## config.mk

```make
export PLATFORM = sky130hd
export DESIGN_NAME = melody_sequencer
export DESIGN_NICKNAME = d
export VERILOG_FILES = /design/src/rtl/melody_sequencer.sv
export SDC_FILE = /design/constraint.sdc
export NUM_CORES = 1
export LEC_CHECK = 0
export ABC_AREA = 1
export BUFFER_PORTS_ARGS = -buffer_cell sky130_fd_sc_hd__buf_2
export CAP_MARGIN = 0
export CORE_ASPECT_RATIO = 1.75
export CORE_MARGIN = 2
export CORE_UTILIZATION = 53
export DETAILED_ROUTE_END_ITERATION = 12
export PLACE_DENSITY = 0.69
export SLEW_MARGIN = 10
export SYNTH_ARGS = -nofsm -noshare
export SYNTH_HDL_FRONTEND = slang
export SYNTH_SLANG_ARGS = --single-unit
```

## constraint.sdc

```tcl
create_clock -name clk -period 2.6 [get_ports clk]
set_input_delay 0.13 -clock clk [delete_from_list [all_inputs] [get_ports clk]]
set_output_delay 0.13 -clock clk [all_outputs]
set_load 0.01 [all_outputs]
```

## src/rtl/melody_sequencer.sv

```systemverilog
// Song-table walker feeding note periods to the tone generator.
// Define MELODY_LOOP_EN to replay the song until stop instead of idling.
module melody_sequencer #(
  parameter int unsigned BEAT_CYCLES = 25_000_000,
  parameter int unsigned GAP_CYCLES  = 1_000_000,
  parameter int unsigned SONG_LEN    = 16,
  localparam int unsigned IW = $clog2(SONG_LEN)
) (
  input  logic          clk,
  input  logic          rst_n,
  input  logic          start,
  input  logic          stop,
  output logic [31:0]   period,
  output logic          playing,
  output logic [IW-1:0] note_idx,
  output logic          done
);

`ifdef MELODY_LOOP_EN
  localparam bit LOOP = 1'b1;
`else
  localparam bit LOOP = 1'b0;
`endif

  typedef enum logic [1:0] {IDLE, PLAY, GAP} state_t;

  state_t      state;
  logic [31:0] cnt;

  function automatic logic [7:0] song(input logic [IW-1:0] i);
    int n;
    n = int'(i);
    if (n < 8)       return {4'(n), 4'd1};
    else if (n == 8) return {4'hf, 4'd2};
    else             return 8'h00;
  endfunction

  function automatic logic [31:0] note_period(input logic [3:0] n);
    case (n)
      4'd0:    return 32'd382219;
      4'd1:    return 32'd340530;
      4'd2:    return 32'd303370;
      4'd3:    return 32'd286344;
      4'd4:    return 32'd255102;
      4'd5:    return 32'd227273;
      4'd6:    return 32'd202478;
      4'd7:    return 32'd191113;
      default: return 32'd0;
    endcase
  endfunction

  logic [IW-1:0] nxt_idx, ld_idx;
  logic [7:0]    nxt_ent, ld_ent;
  logic [31:0]   ld_full, ld_cnt, ld_period;
  logic          song_end, adv, load, fin;

  always_comb begin
    nxt_idx  = (state == IDLE) ? '0 : note_idx + 1'b1;
    nxt_ent  = song(nxt_idx);
    song_end = (state != IDLE && note_idx == IW'(SONG_LEN - 1))
             || nxt_ent[3:0] == 4'd0;
    ld_idx   = (LOOP && song_end && state != IDLE) ? '0 : nxt_idx;
    ld_ent   = song(ld_idx);
    ld_full  = 32'(ld_ent[3:0]) * 32'(BEAT_CYCLES);
    ld_period = note_period(ld_ent[7:4]);
    // Rests take the whole slot; sounded notes leave room for the gap.
    ld_cnt   = (ld_period == 32'd0) ? ld_full - 32'd1
             : ld_full - 32'(GAP_CYCLES) - 32'd1;
    adv  = (state == PLAY && cnt == 32'd0 && period == 32'd0)
        || (state == GAP && cnt == 32'd0);
    load = (state == IDLE && start && !song_end)
        || (adv && (!song_end || LOOP));
    fin  = (state == IDLE && start && song_end) || (adv && song_end);
  end

  always_ff @(posedge clk or negedge rst_n) begin
    if (!rst_n) begin
      state    <= IDLE;
      cnt      <= '0;
      period   <= '0;
      playing  <= 1'b0;
      note_idx <= '0;
      done     <= 1'b0;
    end else if (stop) begin
      state    <= IDLE;
      cnt      <= '0;
      period   <= '0;
      playing  <= 1'b0;
      note_idx <= '0;
      done     <= 1'b0;
    end else begin
      done <= fin;
      if (load) begin
        state    <= PLAY;
        cnt      <= ld_cnt;
        period   <= ld_period;
        playing  <= 1'b1;
        note_idx <= ld_idx;
      end else if (fin) begin
        state    <= IDLE;
        cnt      <= '0;
        period   <= '0;
        playing  <= 1'b0;
        note_idx <= '0;
      end else if (state == PLAY && cnt == 32'd0) begin
        state  <= GAP;
        cnt    <= 32'(GAP_CYCLES) - 32'd1;
        period <= '0;
      end else if (cnt != 32'd0) begin
        cnt <= cnt - 32'd1;
      end
    end
  end

endmodule
```

* Word-level counts from Yosys, hierarchy flattened *
Memories as Yosys holds them, arrays and structs flattened.
Index checks and enable logic that the tools add are counted.

cells by class
  add/subtract/negate cells = 5
  $mul = 1
  $lt $le $gt $ge = 1
  equality and inequality tests = 4
  multiplexer cells = 25
  reductions and logical operators = 24

operators by type and width
  kind                                                  number
  two-way mux 32 bit                                    11
  logical NOT 32 bit                                    3
  nonzero test 32 bit                                   1
  subtractor 32 x 1 -> 32 bit (second input constant)   1
  subtractor 30 x 2 -> 31 bit (second input constant)   1
  subtractor 29 x 1 -> 30 bit (second input constant)   1
  subtractor 29 x 20 -> 30 bit (second input constant)  1
  multiplier 4 x 19 -> 23 bit (second input constant)   1
  two-way mux 4 bit                                     4
  two-way mux 8 bit                                     2
  logical AND 1 bit                                     9
  == test 4 bit (second input constant)                 2
  two-way mux 2 bit                                     4
  nonzero test 5 bit                                    1
  adder 4 x 1 -> 4 bit (second input constant)          1
  logical NOT 4 bit                                     1
  logical OR 1 bit                                      4
  less-than comparator 4 bit (second input constant)    1
  two-way mux 1 bit                                     4
  nonzero test 4 bit                                    1
  nonzero test 3 bit                                    1
  == test 2 x 1 -> 1 bit (second input constant)        1
  == test 2 bit (second input constant)                 1
  logical NOT 2 bit                                     1
  other kinds (2)                                       2

word-level totals
  flip-flop bits (word level) = 72
  ROM bits = 152
  output and inout port bits = 38
  word-level logic and storage cells = 67
  memories kept = 1

memories
  name             depth  width  rd ports  clocked after Yosys merged registers in  wr ports  line  source
  (no name shown)  8      19     1         0                                        0         39    case (n)

* Depth between registers and ports, before layout *
  depth in word-level cells = 12
  mapped depth = 14
  depth with buffers taken out = 14

* Worst setup path after synthesis *
Ideal clock, no wire load.

  path type = register to register
  from = register state[1]
  to = register period[15]
  setup time = 0.119 ns
  data arrival time = 2.034 ns
  slack = 0.447 ns
  stages on the path, launching flop included = 12
  cell sequence = dfrtp_1 -> nor2_2 -> inv_2 -> nand3_2 -> inv_2 -> o21ai_0 -> inv_1 -> ha_1 -> inv_1 -> o211a_1 -> nand4_1 -> nand2_1

between the ends
  longest elaborated chain between the ends = 12
  elaborated cells between the ends (all ways) = 30
  those cells by class = order compare (1); eq/ne (3); mux (7); reduce/logical (18); memory (1)

RTL lines
  item                                                                          line  source
  start: declaration                                                            27    state_t state;
  start signal: assignment                                                      78    state <= IDLE;
  start signal: assignment                                                      85    state <= IDLE;
  start signal: assignment                                                      94    state <= PLAY;
  parallel branches: the longest is 12 deep, another holds memory (8 x 19 bit)  n/a
  end signal: assignment                                                        96    period <= ld_period;
  end: declaration                                                              13    output logic [31:0] period,

Parallel ways; which one is timed is not known.
A chain may end at the register's enable or synchronous reset.

* Final worst setup path *
  from = register cnt[0]
  to = register cnt[9]

between the ends
  longest elaborated chain between the ends = 9
  elaborated cells between the ends (all ways) = 17
  those cells by class = add/sub (1); mux (5); reduce/logical (11)

RTL lines
  item                                                                                 line  source
  start: declaration                                                                   28    logic [31:0] cnt;
  start signal: assignment                                                             95    cnt <= ld_cnt;
  start signal: assignment                                                             107   cnt <= 32'(GAP_CYCLES) - 32'd1;
  start signal: assignment                                                             110   cnt <= cnt - 32'd1;
  parallel branches: the longest is 9 deep, another holds subtractor 32 x 1 -> 32 bit  n/a

Parallel ways; which one is timed is not known. The select of a mux whose other input is x is not followed.

==> results.md <==
- WL final: roughly 11000 um
- Min Tclk post-route: 2.397 ns
- Setup violators final: 0
- Slew Limit Fails: 0
- Vias post-DR: ~3500
- CTS max path bufs: 2
- Row count: 40
- Die Span X: 68.06 um
- Number of synthesized register bits: 59
- Met2 Usage GRT: between 50% and 60%
- Drt initial violations: 190
- Chip Height: 116.1 um
- Area delta synth->final: 14.07%
- CTS tree: done
- Period utilization: 92.20%
- Cell chain of the critical path: inv_1, ha_1, nand2_2, nor2_8, nand2_4, o21ai_2, nand2_2, buf_4, nand2_4, buf_4, nor2_1, inv_1, a21oi_1
- Yosys warns: 0
- Worst-path clk slew: 0.05 ns
- Post-synth EDFFs: 0
- Leakage power total: roughly 0.0023 uW
- Most Crowded Layer GR: met2
- Fill cells: 644
- Post-layout net count: 577
- CTS resizes: 0
- Initial antenna violation count: 0
- Setup bufs post-CTS: 0
- Critical path's slowest cell: dfrtp_1
- Worst slew pin tran: 0.8988 ns
- I/O pin count: 42
- CTS buffer count: 9
- Post-placement cell count: between 600 and 700
- Hold Buf Count CTS: 1
- GP Congestion: 0.9918
- Most common cell in the synthesized netlist: nand2_1
- Number of port buffers: 28
- Residual DRC: 0
- Share of layout cells above drive strength 1: 16.34%
- Post-DP HPWL: 8315 um
- Ys async rst share: 100.0%
- First-pass GRT wire length: 16840 um
- HP Start: stop
- CP startpoint: cnt[0]
- Mapped Cells: 522
- Register area share after synthesis: 38.79%
- Vias per cell: 5.427
- Crit Path Class: reg -> reg
- Primary FF master, synth: dfrtp_1
- Status: completed
- All-Layer GR Usage: 29.46%
- Setup crit end kind: flip-flop
- Slew margin rel.: 40.02%
- Total Die Area: 7902 sq um
- VDD IR max: between 400 and 500 uV
- Synth top area share: 38.79%
- H-tree levels: 3
- Post-route total power: roughly 2800 uW
- CP max stage delay: 0.38 ns
- Min Hold Slack: 0.1497 ns
- Initial Utilization: 55.11%
- Met3 usage in global routing: about 3.9%
- CP delay by family, top: simple AND/OR/NAND/NOR gates
- Highest clock rate: approximately 420 MHz
- Ant diodes: 0
- Layout Skew: 0.007470 ns
- Largest net degree at the start of global routing: 32
- Mean Syn Cell Area: between 7 and 8 sq um
- Total grt overflow: 0
- Area of the mapped netlist: approximately 3800 sq um
- Worst Path Max Fanout: 13
- Met1 GRT Util: about 29%
- Post-synth cell types: 38
- WP data arrival: about 2.7 ns
- CTS Sinks: 59
- CP bufs+invs: 4
- Max Cap Violations: 0
- Core region area: 6907 sq um
- Number of routed nets with antenna violations: 0
- Clk_lat worst skew: 0.33 ns
- Finished Core Util: 62.86%
- CP Launch Type: flip-flop
- Layout Cells excl Fill: 653
- Top cells by count, synth: nand2_1 (138), nor2_1 (94), dfrtp_1 (59)
- Min-delay worst type: in -> reg
- Initial DRT Pass Iterations: 4
- Critical R2R Launch: cnt[0]
- Pwr/cell area: 637.5 nW/um^2
- Largest area contributor in the netlist: dfrtp_1
- RSZ-0062 raised after global routing: false
- Final hold violation count: 0
- Drt wl/cell: 16.23 um
- Synth area leaders: dfrtp_1 (39%), nand2_1 (14%), nor2_1 (9.3%), inv_1 (3.7%), nand3_1 (3.6%)
- Clk root buf: clkbuf_16
- Vias in the first global route: 3542
- TNS Setup: 0 ns
- CP required: 2.85 ns
==> flip-flops by register name (all words and copies together) (netlist names) <==
name and flops:
cnt 32, done 1, note_idx 4, period 19
playing 1, state 2
==> final timing paths <==
kind	to	slack, ns	cells past startpoint
worst max-delay path	cnt[9]	0.20	13
worst min-delay path	done	0.15	2
worst max register to register	cnt[9]	0.20	13
worst min register to register	playing	0.47	2
max in group asynchronous	period[0]	1.51	3
min in group asynchronous	cnt[19]	0.39	2
==> layer usage <==
layer	up-vias	routed length, um
met5	-	0
met1	1690	3786
met3	38	309
li1	1724	-
met4	0	620
met2	92	5879
==> worst register-to-register path, cell delays in order (launching register included) <==
cell     delay (ns)
dfrtp_1        0.38
inv_1          0.07
ha_1           0.24
nand2_2        0.15
nor2_8         0.07
nand2_4        0.08
o21ai_2        0.06
nand2_2        0.10
buf_4          0.23
nand2_4        0.10
buf_4          0.19
nor2_1         0.33
inv_1          0.15
a21oi_1        0.15
==> where the power goes <==
part	switching [uW]	total [uW]	internal [uW]
Clock	395	1180	786
Combinational	358	542	184
Sequential	65.1	1040	979
Total	819	2770	1950
==> area by class of cell <==
cell class	count	area, sq um	share of cell area, %
timing repair buffer	44	262.8	6.052
sequential	59	1476	34.01
tap	84	105.1	2.421
clock inverter	2	35.03	0.8069
clock buffer	13	260.3	5.994
inverter	44	165.2	3.804
multi-input combinational	407	2037	46.92
==> through the flow <==
stage          cell area [sq um]  setup slack, ns
6_report                    4342           0.2027
5_1_grt                     4342          0.02460
4_1_cts                     4342           0.1975
3_5_place_dp                4036           0.2213
3_3_place_gp                4036           0.2712
2_1_floorplan               3851           0.4474
==> layout by cell type (no fill, tap or decap), types with 2 or more instances in the layout <==
cell / netlist / layout
a21oi_1: 22 / 22
buf_4: 13 / 15
nand3b_1: 3 / 3
nand2_1: 138 / 138
nand2_2: 5 / 5
clkbuf_8: 0 / 2
nand3_4: 2 / 2
nand3_1: 27 / 27
o21ai_0: 9 / 9
ha_1: 8 / 8
conb_1: 1 / 13
nand2_4: 4 / 4
buf_2: 8 / 28
inv_1: 38 / 38
nor2_2: 11 / 11
o211a_1: 2 / 2
clkbuf_1: 1 / 2
nand3_2: 4 / 4
inv_2: 5 / 5
clkbuf_16: 0 / 9
xor2_1: 15 / 15
o21ai_1: 14 / 14
nor2_1: 94 / 94
dfrtp_1: 59 / 59
nor3_1: 4 / 4
nand4_1: 14 / 14
or2_2: 3 / 3
xnor2_1: 6 / 6
==> logic make-up after synthesis <==
logic type / after synthesis / share of synthesized area [%]
simple gates: 314 / 37.48
buf+inv: 68 / 8.876
flops: 59 / 38.79
compound gates: 51 / 7.298
xor+xnor: 21 / 4.832
fa+ha+maj: 8 / 2.630
other cells: 1 / 0.09852
Power figures use the tool's default switching activity.
